File: src/rtl/mem_port_arbiter.sv
// Shares one memory port between the instruction-refill and load/store paths.
// Data wins by default; a starvation guard and a watchdog bound how long either side can wait.
module mem_port_arbiter #(
    parameter int XLEN       = 32,
    parameter int MAX_STARVE = 3,
    parameter int TIMEOUT    = 64
) (
    input  logic              i_clk,
    input  logic              i_reset,
    input  logic              i_if_req,
    input  logic [XLEN-1:0]   i_if_addr,
    output logic [XLEN-1:0]   o_if_data,
    output logic              o_if_done,
    output logic              o_if_err,
    input  logic              i_dm_req,
    input  logic              i_dm_we,
    input  logic [XLEN-1:0]   i_dm_addr,
    input  logic [XLEN-1:0]   i_dm_wdata,
    input  logic [XLEN/8-1:0] i_dm_wstrb,
    output logic [XLEN-1:0]   o_dm_rdata,
    output logic              o_dm_done,
    output logic              o_dm_err,
    output logic              o_mem_req,
    output logic              o_mem_we,
    output logic [XLEN-1:0]   o_mem_addr,
    output logic [XLEN-1:0]   o_mem_wdata,
    output logic [XLEN/8-1:0] o_mem_wstrb,
    input  logic [XLEN-1:0]   i_mem_rdata,
    input  logic              i_mem_ack,
    output logic              o_busy
);

    localparam int SW = (MAX_STARVE > 0) ? $clog2(MAX_STARVE + 1) : 1;
    localparam int WW = (TIMEOUT > 1) ? $clog2(TIMEOUT) : 1;
    localparam logic [SW-1:0]   STARVE_LIMIT = SW'(MAX_STARVE);
    localparam logic [WW-1:0]   WD_LAST      = WW'(TIMEOUT - 1);
    localparam logic [XLEN-1:0] WORD_MASK    = ~XLEN'(3);

    typedef enum logic [1:0] {
        IDLE    = 2'd0,
        GRANT_I = 2'd1,
        GRANT_D = 2'd2,
        RESP    = 2'd3
    } state_t;

    state_t        state;
    state_t        state_next;
    logic [SW-1:0] starve_cnt;
    logic [WW-1:0] watchdog;
    logic          pick_i;
    logic          pick_d;
    logic          timeout_hit;

    assign timeout_hit = (watchdog == WD_LAST);

    always_ff @(posedge i_clk or posedge i_reset) begin
        if (i_reset) begin
            state <= IDLE;
        end else begin
            state <= state_next;
        end
    end

    // Instruction side only wins a contended cycle once data has been granted MAX_STARVE times in a row.
    always_comb begin
        state_next = state;
        pick_i     = 1'b0;
        pick_d     = 1'b0;
        case (state)
            IDLE: begin
                if (i_if_req && (!i_dm_req || starve_cnt == STARVE_LIMIT)) begin
                    pick_i     = 1'b1;
                    state_next = GRANT_I;
                end else if (i_dm_req) begin
                    pick_d     = 1'b1;
                    state_next = GRANT_D;
                end
            end
            GRANT_I, GRANT_D: begin
                if (i_mem_ack || timeout_hit) begin
                    state_next = RESP;
                end
            end
            RESP: begin
                state_next = IDLE;
            end
            default: begin
                state_next = IDLE;
            end
        endcase
    end

    always_ff @(posedge i_clk or posedge i_reset) begin
        if (i_reset) begin
            starve_cnt  <= '0;
            watchdog    <= '0;
            o_if_data   <= '0;
            o_if_done   <= 1'b0;
            o_if_err    <= 1'b0;
            o_dm_rdata  <= '0;
            o_dm_done   <= 1'b0;
            o_dm_err    <= 1'b0;
            o_mem_req   <= 1'b0;
            o_mem_we    <= 1'b0;
            o_mem_addr  <= '0;
            o_mem_wdata <= '0;
            o_mem_wstrb <= '0;
            o_busy      <= 1'b0;
        end else begin
            o_if_done <= 1'b0;
            o_if_err  <= 1'b0;
            o_dm_done <= 1'b0;
            o_dm_err  <= 1'b0;
            o_busy    <= (state_next != IDLE);
            case (state)
                IDLE: begin
                    if (pick_i) begin
                        starve_cnt  <= '0;
                        watchdog    <= '0;
                        o_mem_req   <= 1'b1;
                        o_mem_we    <= 1'b0;
                        o_mem_addr  <= i_if_addr & WORD_MASK;
                        o_mem_wdata <= '0;
                        o_mem_wstrb <= '0;
                    end else if (pick_d) begin
                        if (i_if_req && starve_cnt != STARVE_LIMIT) begin
                            starve_cnt <= starve_cnt + SW'(1);
                        end
                        watchdog    <= '0;
                        o_mem_req   <= 1'b1;
                        o_mem_we    <= i_dm_we;
                        o_mem_addr  <= i_dm_addr & WORD_MASK;
                        o_mem_wdata <= i_dm_wdata;
                        o_mem_wstrb <= i_dm_we ? i_dm_wstrb : '0;
                    end
                end
                // An ack in the same cycle as the watchdog expiring still counts as a clean completion.
                GRANT_I, GRANT_D: begin
                    if (i_mem_ack || timeout_hit) begin
                        o_mem_req <= 1'b0;
                        if (state == GRANT_I) begin
                            o_if_done <= 1'b1;
                            o_if_err  <= !i_mem_ack;
                            o_if_data <= i_mem_ack ? i_mem_rdata : '0;
                        end else begin
                            o_dm_done  <= 1'b1;
                            o_dm_err   <= !i_mem_ack;
                            o_dm_rdata <= i_mem_ack ? i_mem_rdata : '0;
                        end
                    end else begin
                        watchdog <= watchdog + WW'(1);
                    end
                end
                default: begin
                end
            endcase
        end
    end

endmodule
File: config.mk
export PLATFORM = sky130hd
export DESIGN_NAME = mem_port_arbiter
export DESIGN_NICKNAME = d
export VERILOG_FILES = /design/src/rtl/mem_port_arbiter.sv
export SDC_FILE = /design/constraint.sdc
export NUM_CORES = 1
export LEC_CHECK = 0
export CAP_MARGIN = 10
export CORE_UTILIZATION = 31
export CTS_CLUSTER_SIZE = 24
export DETAILED_ROUTE_END_ITERATION = 6
export GPL_ROUTABILITY_DRIVEN = 0
export PLACE_DENSITY = 0.66
export SYNTH_ARGS = -nofsm -noshare
export SYNTH_HDL_FRONTEND = slang
export SYNTH_SLANG_ARGS = --single-unit
export TNS_END_PERCENT = 5
File: constraint.sdc
create_clock -name i_clk -period 5 [get_ports i_clk]
set_input_delay 1 -clock i_clk [delete_from_list [all_inputs] [get_ports i_clk]]
set_output_delay 1 -clock i_clk [all_outputs]
set_load 0.02 [all_outputs]
## After elaboration in Yosys (flattened, before gate mapping)

Index checks and enable logic that the tools add are counted.

- Bits in read-only memories: 0
- Output and inout port bits: 139
- Register bits: 149
- Input port bits: 138
- Memories: 0
- RAM bits: 0
- Bits in latches: 0

- Div/mod/pow operators: 0
- Add/sub/neg operators: 2
- Reductions and logical operators: 18
- Eq/ne operators: 9
- Multiply operators: 0
- Order comparisons: 0
- Shifts and indexed selects: 0
- Bitwise logic cells: 1
- Muxes and demuxes: 42

Operators with widths:

| cell | number |
|---|---|
| 32-bit two-way mux | 5 |
| 1-bit two-way mux | 22 |
| 6-bit two-way mux | 3 |
| 3-bit AND reduction | 5 |
| 2-bit two-way mux | 6 |
| 4-bit two-way mux | 3 |
| 6-bit one-hot mux with 2 select lines | 1 |
| 2-bit nonzero test | 4 |
| 6-bit by 1-bit adder with 6-bit output, second input constant | 1 |
| 2-bit equality test, second input constant | 3 |
| 6-bit equality test, second input constant | 1 |
| 2-bit inequality test, second input constant | 3 |
| 2-bit one-hot mux with 3 select lines | 1 |
| 3-bit inequality test, second input constant | 1 |
| 2-bit by 1-bit adder with 2-bit output, second input constant | 1 |
| 2-bit by 1-bit equality test with 1-bit output, second input constant | 1 |
| 1-bit logical AND | 2 |
| 1-bit logical NOT | 2 |
| 2-bit logical NOT | 1 |
| 1-bit logical OR | 2 |
| 1-bit one-hot mux with 2 select lines | 1 |
| 2-bit AND reduction | 1 |
| 2-bit OR reduction | 1 |
| 1-bit inverter | 1 |

## Depth between registers and ports, before layout

- Depth in word-level cells: 8
- Depth in mapped cells: 7

## Worst setup path after synthesis

OpenSTA, ideal clock, no wires.

- Kind: input -> register
- From: input port i_if_req
- To: register o_mem_wdata[0]
- Path slack: 2922 ps
- Path buffers: 3
- Arrival time: 1957 ps
- Cell stages on the path: 6
- Path through: buf_2 > o21ai_1 > buf_2 > a21oi_2 > buf_2 > a22o_1

- Cells in the longest elaborated chain, start to end: 5
- Elaborated cells on any way between the ends: 8

RTL lines:

| item | RTL line | RTL |
|---|---|---|
| start: declaration | 10 | `input logic i_if_req,` |
| 1-bit logical AND (*) | 71 | `if (i_if_req && (!i_dm_req \|\| starve_cnt == STARVE_LIMIT)) begin` |
| 1-bit two-way mux | 71 |  |
| 1-bit two-way mux | 69 | `case (state)` |
| 2-bit nonzero test (no source line) | n/a |  |
| 2-bit AND reduction (no source line) | n/a |  |
| end signal: assignment | 133 | `o_mem_wdata <= i_dm_wdata;` |
| end: declaration | 26 | `output logic [XLEN-1:0] o_mem_wdata,` |

Mark *: on every way between the ends. The rest lies on a longest branch, timed or not.
A chain may end at the register's enable or synchronous reset.

## Worst setup path in the final report

- From: input port i_dm_req
- To: register o_mem_addr[13]

- Cells in the longest elaborated chain, start to end: 7
- Elaborated cells on any way between the ends: 11

RTL lines:

| item | RTL line | RTL |
|---|---|---|
| start: declaration | 15 | `input logic i_dm_req,` |
| 1-bit logical NOT | 71 |  |
| 1-bit logical OR | 71 |  |
| 1-bit logical AND | 71 |  |
| 1-bit two-way mux | 71 |  |
| 1-bit two-way mux | 69 |  |
| 2-bit nonzero test (no source line) | n/a |  |
| 2-bit AND reduction (no source line) | n/a |  |
| end signal: assignment | 122 | `o_mem_addr <= i_if_addr & WORD_MASK;` |
| end signal: assignment | 132 | `o_mem_addr <= i_dm_addr & WORD_MASK;` |
| end: declaration | 25 | `output logic [XLEN-1:0] o_mem_addr,` |

Several ways; a longest one is shown, not always the timed one.

==> metrics.txt <==
pin count of the biggest net entering global routing 94; fin crit period 2.94 ns; skew final 0.0134 ns; Synth Area in Compound Gates 20.8%; most frequent cell after synthesis dfrtp_1; WP data arrival 3.23 ns; Synth area leaders dfrtp_1 63%, a22o_1 15%, mux2i_1 5.3%, nand2_1 2.6%, o21ai_1 2.1%; Seq/Total Area, Yosys 63.0%; via count 4842; Post-CTS Hold Buffers 0; final wirelength 18100 um; cell accounting for the most synthesized area dfrtp_1; Hold Vio Cnt, Final 0; reg2reg end o_mem_wdata[15]; Post-synth EDFFs 0; via/cell ratio 5.02; multi-input logic area 1950 sq um; H-tree depth 4; post-synth top area share 63.0%; CTS Buf Count 17; FF-to-FF setup slack 2.69 ns; most instantiated cells after synthesis 147 x dfrtp_1, 97 x a22o_1, 40 x nand2_1; TritonRoute pass-1 iters 7; number of antenna diodes 0; Reg2Reg Depth 6; # setup viols final 0; Die W 139 um; Power Density 692 nW/um^2; FILL cells 1557; XOR/XNOR Fraction of Synth Area 0%; YS warnings 0; post-CTS setup buffers 0; synthesis-stage register bit count 147; Critical Path Start Type input port; post-synthesis simple-gate area fraction 5.74%; TritonCTS clock tree yes; DRC 16; P&R area growth vs syn 60.3%; Peak supply drop 0.399 mV; max-slew violation count 0; Starting Density 32.1%; RSZ-0062 raised after global routing no; Hold Path Origin o_mem_we; PnR worst setup slack 2.06 ns; First DRT Iteration DRCs 251; FMAX 0.340 GHz; Slew headroom 27.2%; placed cell areas 8720 sq um; worst reg2reg startpoint state[0]; Final Util 51.4%; Die Ht 139 um; Max-cap violations 0; Worst Tran Pin Value 1.09 ns; violated checks DRC; Hold Crit Endpoint o_mem_we; crit-path max FO 37; core area 18200 sq um; share of post-route cells with drive strength above 1 7.21%; CP endpoint kind flop; GRT Overall Usage 19.5%; I/O pin count 277; mux share of post-synthesis cell area 5.51%; Post-Synth Adder-Cell Area 0.857%; root buffer cell clkbuf_16; Row Count 49; status finished, violations left; clock sinks 147; Cells after DPL 932; setup TNS 0 ns; fin cells 964; # port buffers 270; Async SR Flop Fraction 100%; Cells after Synth 460; Place WS 1.61 ns; register area 3680 sq um; Hold Crit Depth 2; synthesized area per cell 12.7 sq um; vias in the first global route 5129; cell area after synthesis 5840 sq um; Setup Crit Path Kind input port to flop; Clock Path Buffers 2; largest family of logic cells by synthesized area compound AO/OA/AOI/OAI gates; post-route cell area 9360 sq um; drt wl/cell 18.7 um; fin nets 864; hold slack 0.481 ns; Worst EP required 5.28 ns; overflow left after global routing 0; Post-synth top flop dfrtp_1; global-route wire length before repair 29200 um; Tcrit/Tclk final 58.8%; Worst-path clk slew 0.07 ns; hpwl dp 12900 um; hold crit path type flop to flop; post-route ant nets 0; total chip power 6.47 mW; DIE AREA 19400 sq um; CTS resizes 0; initial antenna violation count 0; leakage power 4.15 nW; clock latency at the later pin of the worst-skew pair 0.42 ns; Netlist cell types 42
## critical path, stage by stage
cell,delay (ns)
clkdlybuf4s50_1,0.69
nand2b_1,0.18
nand2_2,0.81
mux2i_1,0.39
o21ai_1,0.12
## layout by cell type (no fill, tap or decap), drive strengths merged, types with 2 or more instances in the layout
cell type / n
a21oi: 2
nand3: 9
clkinvlp: 2
a31oi: 5
nor2: 7
o31ai: 2
a22o: 97
bufinv: 4
clkinv: 2
clkdlybuf4s50: 270
nor3: 3
dfrtp: 147
clkbuf: 17
nor4: 2
nand2b: 2
inv: 17
conb: 2
ha: 4
mux2i: 31
buf: 8
o21ai: 45
nand2: 41
## metal layers
layer / GRT usage [%] / vias up / share of wire (%)
met1: 23.7 / 2435 / 41
met2: 33.3 / 142 / 51
li1: - / 2229 / -
met3: 4.51 / 36 / 4.6
met5: 0 / - / 0
met4: 8.19 / 0 / 2.6
## worst max path at each step
stage | start | to | slack [ns] | cells past startpoint
2_1_floorplan | i_reset | o_busy | 0.05 | 1
3_3_place_gp | i_dm_req | o_mem_addr[13] | 1.71 | 5
3_5_place_dp | i_dm_req | o_mem_addr[13] | 1.61 | 5
4_1_cts | i_dm_req | o_mem_addr[13] | 2.07 | 5
5_1_grt | i_dm_req | o_mem_addr[13] | 1.89 | 5
6_report | i_dm_req | o_mem_addr[13] | 2.06 | 5
## power breakdown
| group | internal (mW) | switching (mW) |
|---|---|---|
| clock network | 0.852 | 0.542 |
| logic | 1.46 | 1.59 |
| registers | 1.73 | 0.308 |
## cell families (layout without fill, tap and decap cells)
logic type                 after synthesis  in the layout
AOI/OAI and AO/OA                      160            160
adders and majority gates                4              4
other                                    1              2
DFF                                    147            147
buffers and inverters                   46            320
muxes                                   32             32
and+or+nand+nor                         70             70
## registers in the layout, indices dropped and copies added, names as in the netlist
| name | count |
|---|---|
| o_mem_wdata | 32 |
| o_if_data | 32 |
| o_mem_wstrb | 4 |
| o_mem_addr | 30 |
| o_if_done | 1 |
| starve_cnt | 2 |
| o_if_err | 1 |
| o_dm_rdata | 32 |
| o_mem_req | 1 |
| o_mem_we | 1 |
| watchdog | 6 |
| state | 2 |
| o_dm_done | 1 |
| o_busy | 1 |
| o_dm_err | 1 |
## final cells by class
class,instances,area share (%)
sequential,147,39.3
timing repair buffer,278,29.5
multi-input combinational,268,20.8
clock buffer,17,4.54
tap,229,3.06
clock inverter,15,2.33
inverter,10,0.454
(Power assumes the default switching activity.)
